## src/rtl/random_gen.sv

```systemverilog
// 16-bit Fibonacci LFSR, stepped once every DIV clocks, driving four registered 4-bit outputs; no handshake.
// Define RANDOM_GEN_DISTINCT_EN to make the four outputs pairwise distinct.
module random_gen #(
   parameter logic [15:0] SEED = 16'hACE1,
   parameter int unsigned DIV  = 1
) (
   input  logic       clk,
   input  logic       rst_n,
   output logic [3:0] rand_one,
   output logic [3:0] rand_two,
   output logic [3:0] rand_three,
   output logic [3:0] rand_four
);

   localparam logic [15:0] INIT    = (SEED == 16'h0000) ? 16'h0001 : SEED;
   localparam logic [15:0] DIV_MAX = 16'(DIV - 1);

   logic [15:0] s;
   logic [15:0] s_next;
   logic [15:0] cnt;
   logic        tick;
   logic        fb;

   // Nibble post-processing applied in front of the output registers.
   function automatic logic [15:0] post(input logic [15:0] raw);
`ifdef RANDOM_GEN_DISTINCT_EN
      logic [3:0] v [4];
      logic       dup;
      for (int i = 0; i < 4; i++) begin
         v[i] = raw[4*i +: 4];
         for (int k = 0; k < 3; k++) begin
            dup = 1'b0;
            for (int j = 0; j < 4; j++) begin
               if (j < i && v[j] == v[i]) dup = 1'b1;
            end
            if (dup) v[i] = v[i] + 4'd1;
         end
      end
      return {v[3], v[2], v[1], v[0]};
`else
      return raw;
`endif
   endfunction

   assign fb     = s[15] ^ s[13] ^ s[12] ^ s[10];
   // A corrupted all-zero state would lock the LFSR, so reload the seed instead.
   assign s_next = (s == 16'h0000) ? INIT : {s[14:0], fb};
   assign tick   = (cnt == DIV_MAX);

   always_ff @(posedge clk or negedge rst_n) begin
      if (!rst_n) begin
         s   <= INIT;
         cnt <= 16'h0000;
         {rand_four, rand_three, rand_two, rand_one} <= post(INIT);
      end else if (tick) begin
         s   <= s_next;
         cnt <= 16'h0000;
         {rand_four, rand_three, rand_two, rand_one} <= post(s_next);
      end else begin
         cnt <= cnt + 16'd1;
      end
   end

endmodule

```

## config.mk

```make
export PLATFORM = sky130hd
export DESIGN_NAME = random_gen
export DESIGN_NICKNAME = d
export VERILOG_FILES = /design/src/rtl/random_gen.sv
export SDC_FILE = /design/constraint.sdc
export NUM_CORES = 1
export LEC_CHECK = 0
export CAP_MARGIN = 20
export CORE_ASPECT_RATIO = 1.1
export CORE_MARGIN = 8
export CORE_UTILIZATION = 32
export DETAILED_ROUTE_END_ITERATION = 10
export PLACE_DENSITY = 0.56
export SLEW_MARGIN = 20
export SYNTH_ARGS = -nofsm -noshare
export SYNTH_HDL_FRONTEND = slang
export SYNTH_SLANG_ARGS = --single-unit
```

## constraint.sdc

```tcl
create_clock -name clk -period 1.91 [get_ports clk]
set_input_delay 0.191 -clock clk [delete_from_list [all_inputs] [get_ports clk]]
set_output_delay 0.191 -clock clk [all_outputs]
set_load 0.02 [all_outputs]
```

### Word level (Yosys, flattened, before mapping)

Cells that the tools add are included.

| word-level totals | value |
|---|---|
| word-level logic and storage cells | 14 |
| register bits after elaboration | 48 |
| input bits | 2 |
| output and inout bits | 16 |

| cells by class | value |
|---|---|
| multiplexer cells | 2 |
| bitwise logic cells | 3 |
| reductions and logical operators | 2 |
| $add $sub $neg | 1 |

Operator list:

| kind | count |
|---|---|
| logical NOT 16 bit | 2 |
| two-way mux 16 bit | 2 |
| adder 16 x 1 -> 16 bit, second input constant | 1 |
| bitwise XOR 1 bit | 3 |

### Depth between registers and ports, before layout

Gate-level depths: netlist (run 1).

| depth | value |
|---|---|
| word-level depth | 4 |
| depth in mapped cells | 6 |
| depth with buffers taken out | 5 |

### Worst setup path after synthesis (run 1)

OpenSTA, ideal clock, no wires.

| path | value |
|---|---|
| kind | flip-flop to flip-flop |
| from | register cnt[0] |
| to | register rand_four[0] |
| data required time | 1.785 ns |
| arrival | 1.538 ns |
| clock period less this slack | 1.662 ns |
| library setup time | 0.125 ns |
| cell stages (with the launch flop) | 6 |
| path slack | 0.248 ns |
| path buffers | 0 |
| path through | dfrtp_1 > inv_1 > ha_1 > nor4b_4 > nand4_4 > mux2_2 |

| on the way | value |
|---|---|
| longest elaborated chain between the ends | 1 |

RTL lines:

| item | line | source |
|---|---|---|
| start: declaration | 20 | `logic [15:0] cnt;` |
| start signal: assignment | 60 | `cnt <= cnt + 16'd1;` |
| logical NOT 16 bit | 48 | `assign tick = (cnt == DIV_MAX);` |
| end signal: assignment | 54 | `{rand_four, rand_three, rand_two, rand_one} <= post(INIT);` |
| end signal: assignment | 58 | `{rand_four, rand_three, rand_two, rand_one} <= post(s_next);` |
| end: declaration | 12 | `output logic [3:0] rand_four` |

Every way passes these cells.
A chain may end at the register's enable or synchronous reset.

### Worst setup path after layout (run 1)

| path | value |
|---|---|
| from | register cnt[1] |
| to | register rand_three[2] |

| on the way | value |
|---|---|
| longest elaborated chain between the ends | 1 |

RTL lines:

| item | line | source |
|---|---|---|
| logical NOT 16 bit | 48 |  |
| end signal: assignment | 54 |  |
| end signal: assignment | 58 |  |
| end: declaration | 11 | `output logic [3:0] rand_three,` |

Every way passes these cells.

==> summary.txt, run 1 <==
Critical path
  • Critical path origin: cnt[1]
  • Start-to-end type of the worst setup path: register to register
  • Crit Path Max Fanout: 8
  • FF-to-FF End: rand_three[2]
  • Cell count of the worst reg-to-reg path: 6
  • Data arrival, critical path: 1.91 ns
  • Launch point of the worst reg-to-reg path: cnt[1]
  • Minimum setup slack among reg-to-reg paths: 0.22 ns
  • Required arrival time at the worst endpoint: 2.12 ns
  • Critical Path End: rand_three[2]
  • Sort of element at the end of the critical path: register
  • Kind of start point of the critical path: register

Synth
  • Distinct cell type count of the synthesized netlist: 25
  • Post-synthesis cell type with the largest combined area: dfrtp_1
  • Count of flip-flops with a built-in enable after synthesis: 0
  • Proportion of synthesized chip area in sequential cells: 52.9%
  • Commonest cells in the netlist: dfrtp_1, a41oi_1, inv_1, mux2_2, xor2_1
  • Yosys warning count: 0
  • Leading register cell type out of synthesis: dfrtp_1
  • Synth top area cells: dfrtp_1, dfstp_2, mux2_2
  • Post-synthesis area per instance: 12.4 um2
  • Fraction of synthesis flops using an asynchronous set or reset pin: 100%
  • Syn Inst Count: 124
  • Post-synthesis net count: 128
  • Leading cell type by number of instances after synthesis: dfrtp_1
  • Cell Area, Synth: 0.00153 mm2
  • Number of synthesized register bits: 32
  • Area share of the largest cell type after synthesis: 39.2%

Detailed routing
  • Number of vias in the routed layout: 1083
  • First-iteration detailed-routing DRC count: 70
  • Residual antenna-violating net count after detailed routing: 0
  • Mean number of vias per cell: 5.16
  • Number of detailed-routing iterations run before antenna repair: 4
  • Avg WL per Cell: 15.5 um
  • Total wire length: 3260 um
  • DRC violation count after routing: 0

Final layout
  • Antenna diode instance count: 0
  • Area added between synthesis and finish: 24.3%
  • Layout Cells excl Fill: 210
  • Proportion of layout cells with a drive suffix above 1: 24.7%
  • Final layout net count: 157

Timing
  • Worst max-slew margin expressed relative to the limit: 66.9%
  • Crit share post-route: 88.6%
  • Hold Violations, Final: 0
  • Worst-Margin Slew: 0.493 ns
  • Total setup violations reported at the end of the flow: 0
  • Clock Skew: 0.00736 ns
  • RSZ-0062 raised after global routing: false
  • Final Max Slew Viols: 0
  • Post-route setup TNS: 0 ns
  • Maximum frequency from static timing analysis: 591 MHz
  • Time the worst path needs with I/O delays and setup: 1.69 ns

Global routing
  • Number of antenna violations at the first check in global routing: 0
  • Overflow left after global routing: 0
  • Global-route wire length before repair: 5350 um
  • Total track usage: 9.77%
  • Via count of the first global-routing pass: 1171
  • Pin count of the biggest net entering global routing: 33

CTS
  • Clk sink count: 32
  • Clock network latency to the later pin of the worst-skew pair: 0.29 ns
  • Number of post-CTS setup repair buffers: 0
  • Clock input transition at the sequential cells of the worst setup and hold paths: 0.07 ns
  • Post-cts sizing count: 0
  • Root buffer cell: clkbuf_8
  • Clock buffers created by TritonCTS: 5
  • Clock tree from TritonCTS: yes
  • Buffers from clock root to sink, at most: 2
  • Cts hold-fix bufs: 0
  • Maximum level of the CTS H-tree: 2

Placement
  • Routability congestion estimate from global placement: 0.843
  • Number of buffers added on ports: 17
  • Dpl hpwl: 2260 um
  • Post-placement cell count: 202

Die
  • I/O pin total: 18
  • Effective utilization at floorplan: 33.2%
  • Die Span X: 82.0 um
  • Total Die Area: 0.00726 mm2
  • Placeable Area: 0.00462 mm2
  • FP Rows: 26
  • Die Span Y: 88.6 um

Pwr
  • Highest ir drop seen on vdd: 274 uV
  • Cell leakage power: 0.000817 uW
  • Power per cell area: 647 mW/mm2

Run
  • Number of max-cap violations: 0

Hold path
  • Type of the worst min-delay path: primary input to asynchronous set/reset pin

Status
  • Outcome: finished clean
## metrics by stage
| step | total power, uW | util [%] | hold WS (ns) | instance area [um2] | worst slack, ns |
|---|---|---|---|---|---|
| floorplan | 691 | - | -0.105 | 1530 | 0.248 |
| global placement | 708 | 39.2 | 0.489 | 1810 | 0.256 |
| detailed placement | 708 | 39.2 | 0.486 | 1810 | 0.215 |
| CTS | 1250 | 41.3 | 0.315 | 1910 | 0.199 |
| global route | 1280 | 41.3 | 0.341 | 1910 | 0.0491 |
| finish | 1230 | 41.3 | 0.306 | 1910 | 0.217 |
## cells in the final DEF, fill, tap and decap left out, types with 2 or more instances in the layout
| cell | instances |
|---|---|
| and3_1 | 2 |
| mux2i_1 | 2 |
| inv_1 | 9 |
| buf_4 | 7 |
| clkinv_2 | 2 |
| xnor2_1 | 7 |
| nand2_1 | 2 |
| clkdlybuf4s50_1 | 17 |
| a31oi_1 | 6 |
| a41oi_1 | 9 |
| clkbuf_8 | 6 |
| nor2_1 | 4 |
| nor4_4 | 2 |
| nor4_1 | 7 |
| dfstp_2 | 8 |
| mux2_2 | 9 |
| ha_1 | 2 |
| nand3_1 | 7 |
| xor2_1 | 9 |
| nand4_1 | 4 |
| nor3_1 | 4 |
| dfrtp_1 | 24 |
## per-layer routing
layer	up-vias	GRT usage (%)	wire [um]	share of wire [%]
li1	518	-	-	-
met1	534	11.5	1590	49
met2	24	14.7	1430	44
met3	7	4.07	183	5.6
met4	0	5.27	66	2.0
met5	-	0	0	0
## worst max-delay path, cell delays in order (launching register included)
cell	delay, ns
dfrtp_1	0.43
inv_1	0.08
ha_1	0.13
nor4b_4	0.32
and4_1	0.30
buf_4	0.17
mux2i_1	0.19
## final cells by class
type | count | area, um2
Inverter | 9 | 33.8
Multi-Input combinational cell | 81 | 676
Timing Repair Buffer | 24 | 223
Clock buffer | 6 | 82.6
Tap cell | 56 | 70.1
Clock inverter | 2 | 10.0
Fill cell | 450 | 2710
Sequential cell | 32 | 811
## worst min-delay path by stage
| stage | to | cells after the start | start |
|---|---|---|---|
| finish | cnt[2] | 2 | rst_n |
| global placement | cnt[15] | 1 | cnt[15] |
| floorplan | cnt[0] | 0 | rst_n |
| CTS | rand_two[0] | 2 | rst_n |
| detailed placement | cnt[15] | 1 | cnt[15] |
| global route | cnt[13] | 2 | rst_n |
## flip-flops by register name, summed over array words and instances (netlist names)
| name | flops |
|---|---|
| cnt | 16 |
| rand_four | 4 |
| rand_one | 3 |
| rand_three | 3 |
| rand_two | 3 |
| s | 3 |
## logic make-up (layout without fill, tap and decap cells)
logic type,Yosys count,in the layout,synth area share [%]
AOI/OAI and AO/OA,15,15,7.59
xor gates and xnor gates,16,16,9.14
adders and majority gates,2,2,1.63
buffers and inverters,11,41,3.02
DFF,32,32,52.9
muxes,11,11,7.92
and+or+nand+nor,37,37,17.8
## power by group
part           internal, uW  switching (uW)  leakage, uW
logic                  3.13            12.9     0.000371
clock network           287             251    0.0000510
registers               679               0     0.000395
total                   969             264     0.000817
(Power assumes the default switching activity.)
==> run 2: changes to the inputs <==
--- a/config.mk
+++ b/config.mk
@@ -7,8 +7,9 @@
 export LEC_CHECK = 0
 export CAP_MARGIN = 20
 export CORE_ASPECT_RATIO = 1.1
-export CORE_MARGIN = 8
+export CORE_MARGIN = 5
 export CORE_UTILIZATION = 32
+export CTS_CLUSTER_DIAMETER = 60
 export DETAILED_ROUTE_END_ITERATION = 10
 export PLACE_DENSITY = 0.56
 export SLEW_MARGIN = 20
==> run 2 against run 1 <==
Compared with the run above: setup slack worse by 0.021 ns; global-route usage up 2.0 points; register-to-register slack worse by 0.02 ns; die area down 14%; core utilization up 0.30 points; critical path depth down 5; cell area up 1.4%; clock skew down 0.0033 ns; sequential power about the same; flip-flop and latch count unchanged; largest power group is now clock; highest routed layer unchanged.
==> summary.txt, run 2 (same netlist as run 1, synthesis figures left out) <==
Critical path
  • Crit Path Max Fanout: 5
  • Data arrival, critical path: 1.52 ns
  • Critical path, cell by cell: clkdlybuf4s50_1
  • Number of buffers and inverters on the critical path: 1
  • Required arrival time at the worst endpoint: 1.72 ns
  • Sort of element at the end of the critical path: output pin
  • Start-to-end type of the worst setup path: register to output pin
  • Critical-path top delay cell: clkdlybuf4s50_1
  • Top delay family on crit path: buffers and inverters
  • Slowest cell delay on critical path: 0.64 ns
  • Kind of start point of the critical path: register

Die
  • Die Span Y: 82.6 um
  • Total Die Area: 0.00628 mm2
  • FP Rows: 26
  • Effective utilization at floorplan: 32.9%
  • I/O pin total: 18
  • Die Span X: 76.0 um
  • Placeable Area: 0.00465 mm2

Final layout
  • Leading cell type in the layout, fill and taps excluded: dfrtp_1
  • Final layout net count: 156
  • Area added between synthesis and finish: 26.1%
  • Area of the multi-input gates: 677 um2
  • Area of all placed cells without fillers: 0.00193 mm2
  • Register containing the most flip-flops in the final layout: cnt
  • Max reg flops: 16
  • Commonest non-fill, non-tap cells in the layout: dfrtp_1, clkdlybuf4s50_1
  • Combined flip-flop and latch cell area: 811 um2
  • Fill cell instance count of the final layout: 450
  • Antenna diode instance count: 0
  • Proportion of layout cells with a drive suffix above 1: 24.8%

Detailed routing
  • Avg WL per Cell: 15.7 um
  • Number of vias in the routed layout: 1121
  • Total wire length: 3270 um
  • Residual antenna-violating net count after detailed routing: 0
  • Mean number of vias per cell: 5.36
  • DRC violation count after routing: 0
  • Number of detailed-routing iterations run before antenna repair: 4
  • First-iteration detailed-routing DRC count: 42

CTS
  • Clock network latency to the later pin of the worst-skew pair: 0.29 ns
  • Maximum level of the CTS H-tree: 2
  • Clock tree from TritonCTS: yes
  • Number of post-CTS setup repair buffers: 0
  • Root buffer cell: clkbuf_8
  • Clock buffers created by TritonCTS: 5
  • Buffers from clock root to sink, at most: 2
  • Clock input transition at the sequential cells of the worst setup and hold paths: 0.07 ns
  • Clk sink count: 32

Pwr
  • Highest ir drop seen on vdd: 424 uV
  • Cell leakage power: 0.000826 uW
  • Power per cell area: 729 mW/mm2

Timing
  • Total setup violations reported at the end of the flow: 0
  • Time the worst path needs with I/O delays and setup: 1.71 ns
  • Worst max-slew margin expressed relative to the limit: 60.8%
  • Hold Violations, Final: 0
  • Hold Worst Slack: 0.290 ns
  • Clock Skew: 0.00407 ns
  • Final Max Slew Viols: 0
  • Post-route setup TNS: 0 ns
  • Maximum frequency from static timing analysis: 584 MHz
  • RSZ-0062 raised after global routing: false
  • Worst-Margin Slew: 0.583 ns
  • Crit share post-route: 89.7%

Global routing
  • Global-route wire length before repair: 5810 um
  • Number of antenna violations at the first check in global routing: 0
  • Total track usage: 11.8%
  • Pin count of the biggest net entering global routing: 33
  • Via count of the first global-routing pass: 1254
  • Overflow left after global routing: 0

Placement
  • Cell area after placement: 0.00181 mm2
  • Dpl hpwl: 2330 um
  • Routability congestion estimate from global placement: 0.799
  • Number of buffers added on ports: 17

Hold path
  • Type of the worst min-delay path: primary input to asynchronous set/reset pin

Status
  • Outcome: finished clean

Run
  • Number of max-cap violations: 0
run 2: changes by cell type in the layout (fill, tap and decap cells not counted), sizes merged:
cell,change
clkbuf,+1
clkinv,-2
bufinv,+1
buf,-1
run 2: through the flow:
stage          cells  total power, uW  worst slack [ns]  utilization [%]
5_1_grt          209             1460            0.0386             41.6
2_1_floorplan    124              691             0.248                -
3_3_place_gp     201              707             0.212             38.8
4_1_cts          209             1430             0.104             41.5
3_5_place_dp     201              708             0.136             38.8
6_report         209             1410             0.196             41.6
run 2: worst paths after layout:
| path | startpoint | cells after the start | slack, ns | end |
|---|---|---|---|---|
| worst max register to register | rand_four[0] | 3 | 0.20 | rand_two[2] |
| worst min-delay path | rst_n | 2 | 0.29 | cnt[14] |
| min in group clk | cnt[15] | 1 | 0.50 | cnt[15] |
| worst max-delay path | rand_four[1] | 1 | 0.20 | rand_four[1] |
| worst min register to register | cnt[15] | 1 | 0.50 | cnt[15] |
| max in group asynchronous | rst_n | 2 | 1.28 | s[11] |
run 2: layer usage:
metal / vias up / wire length [um] / global-route usage, % / share of wire [%]
li1: 519 / - / - / -
met1: 558 / 1400 / 13.0 / 43
met2: 32 / 1550 / 19.0 / 47
met3: 12 / 217 / 4.77 / 6.6
met4: 0 / 108 / 7.83 / 3.3
met5: - / 0 / 0 / 0
run 2: final cells by class:
type / count / area share [%]
flip-flops and latches: 32 / 41.9
well taps: 56 / 3.62
clock buffers: 7 / 4.98
repair buffers: 23 / 11.1
clock inverters: 1 / 1.55
inverters: 9 / 1.75
multi-input cells: 81 / 35.0
run 2: where the power goes:
part	switching, uW	internal [uW]
registers	0	679
clock network	256	460
logic	12.5	3.13
total	268	1140
run 2: what timing repair did:
| action | CTS | global route |
|---|---|---|
| hold endpoints to repair | 0 | 0 |
| hold buffers | 0 | 0 |
| gates resized for setup | 0 | 1 |
| setup endpoints to repair | 0 | 1 |
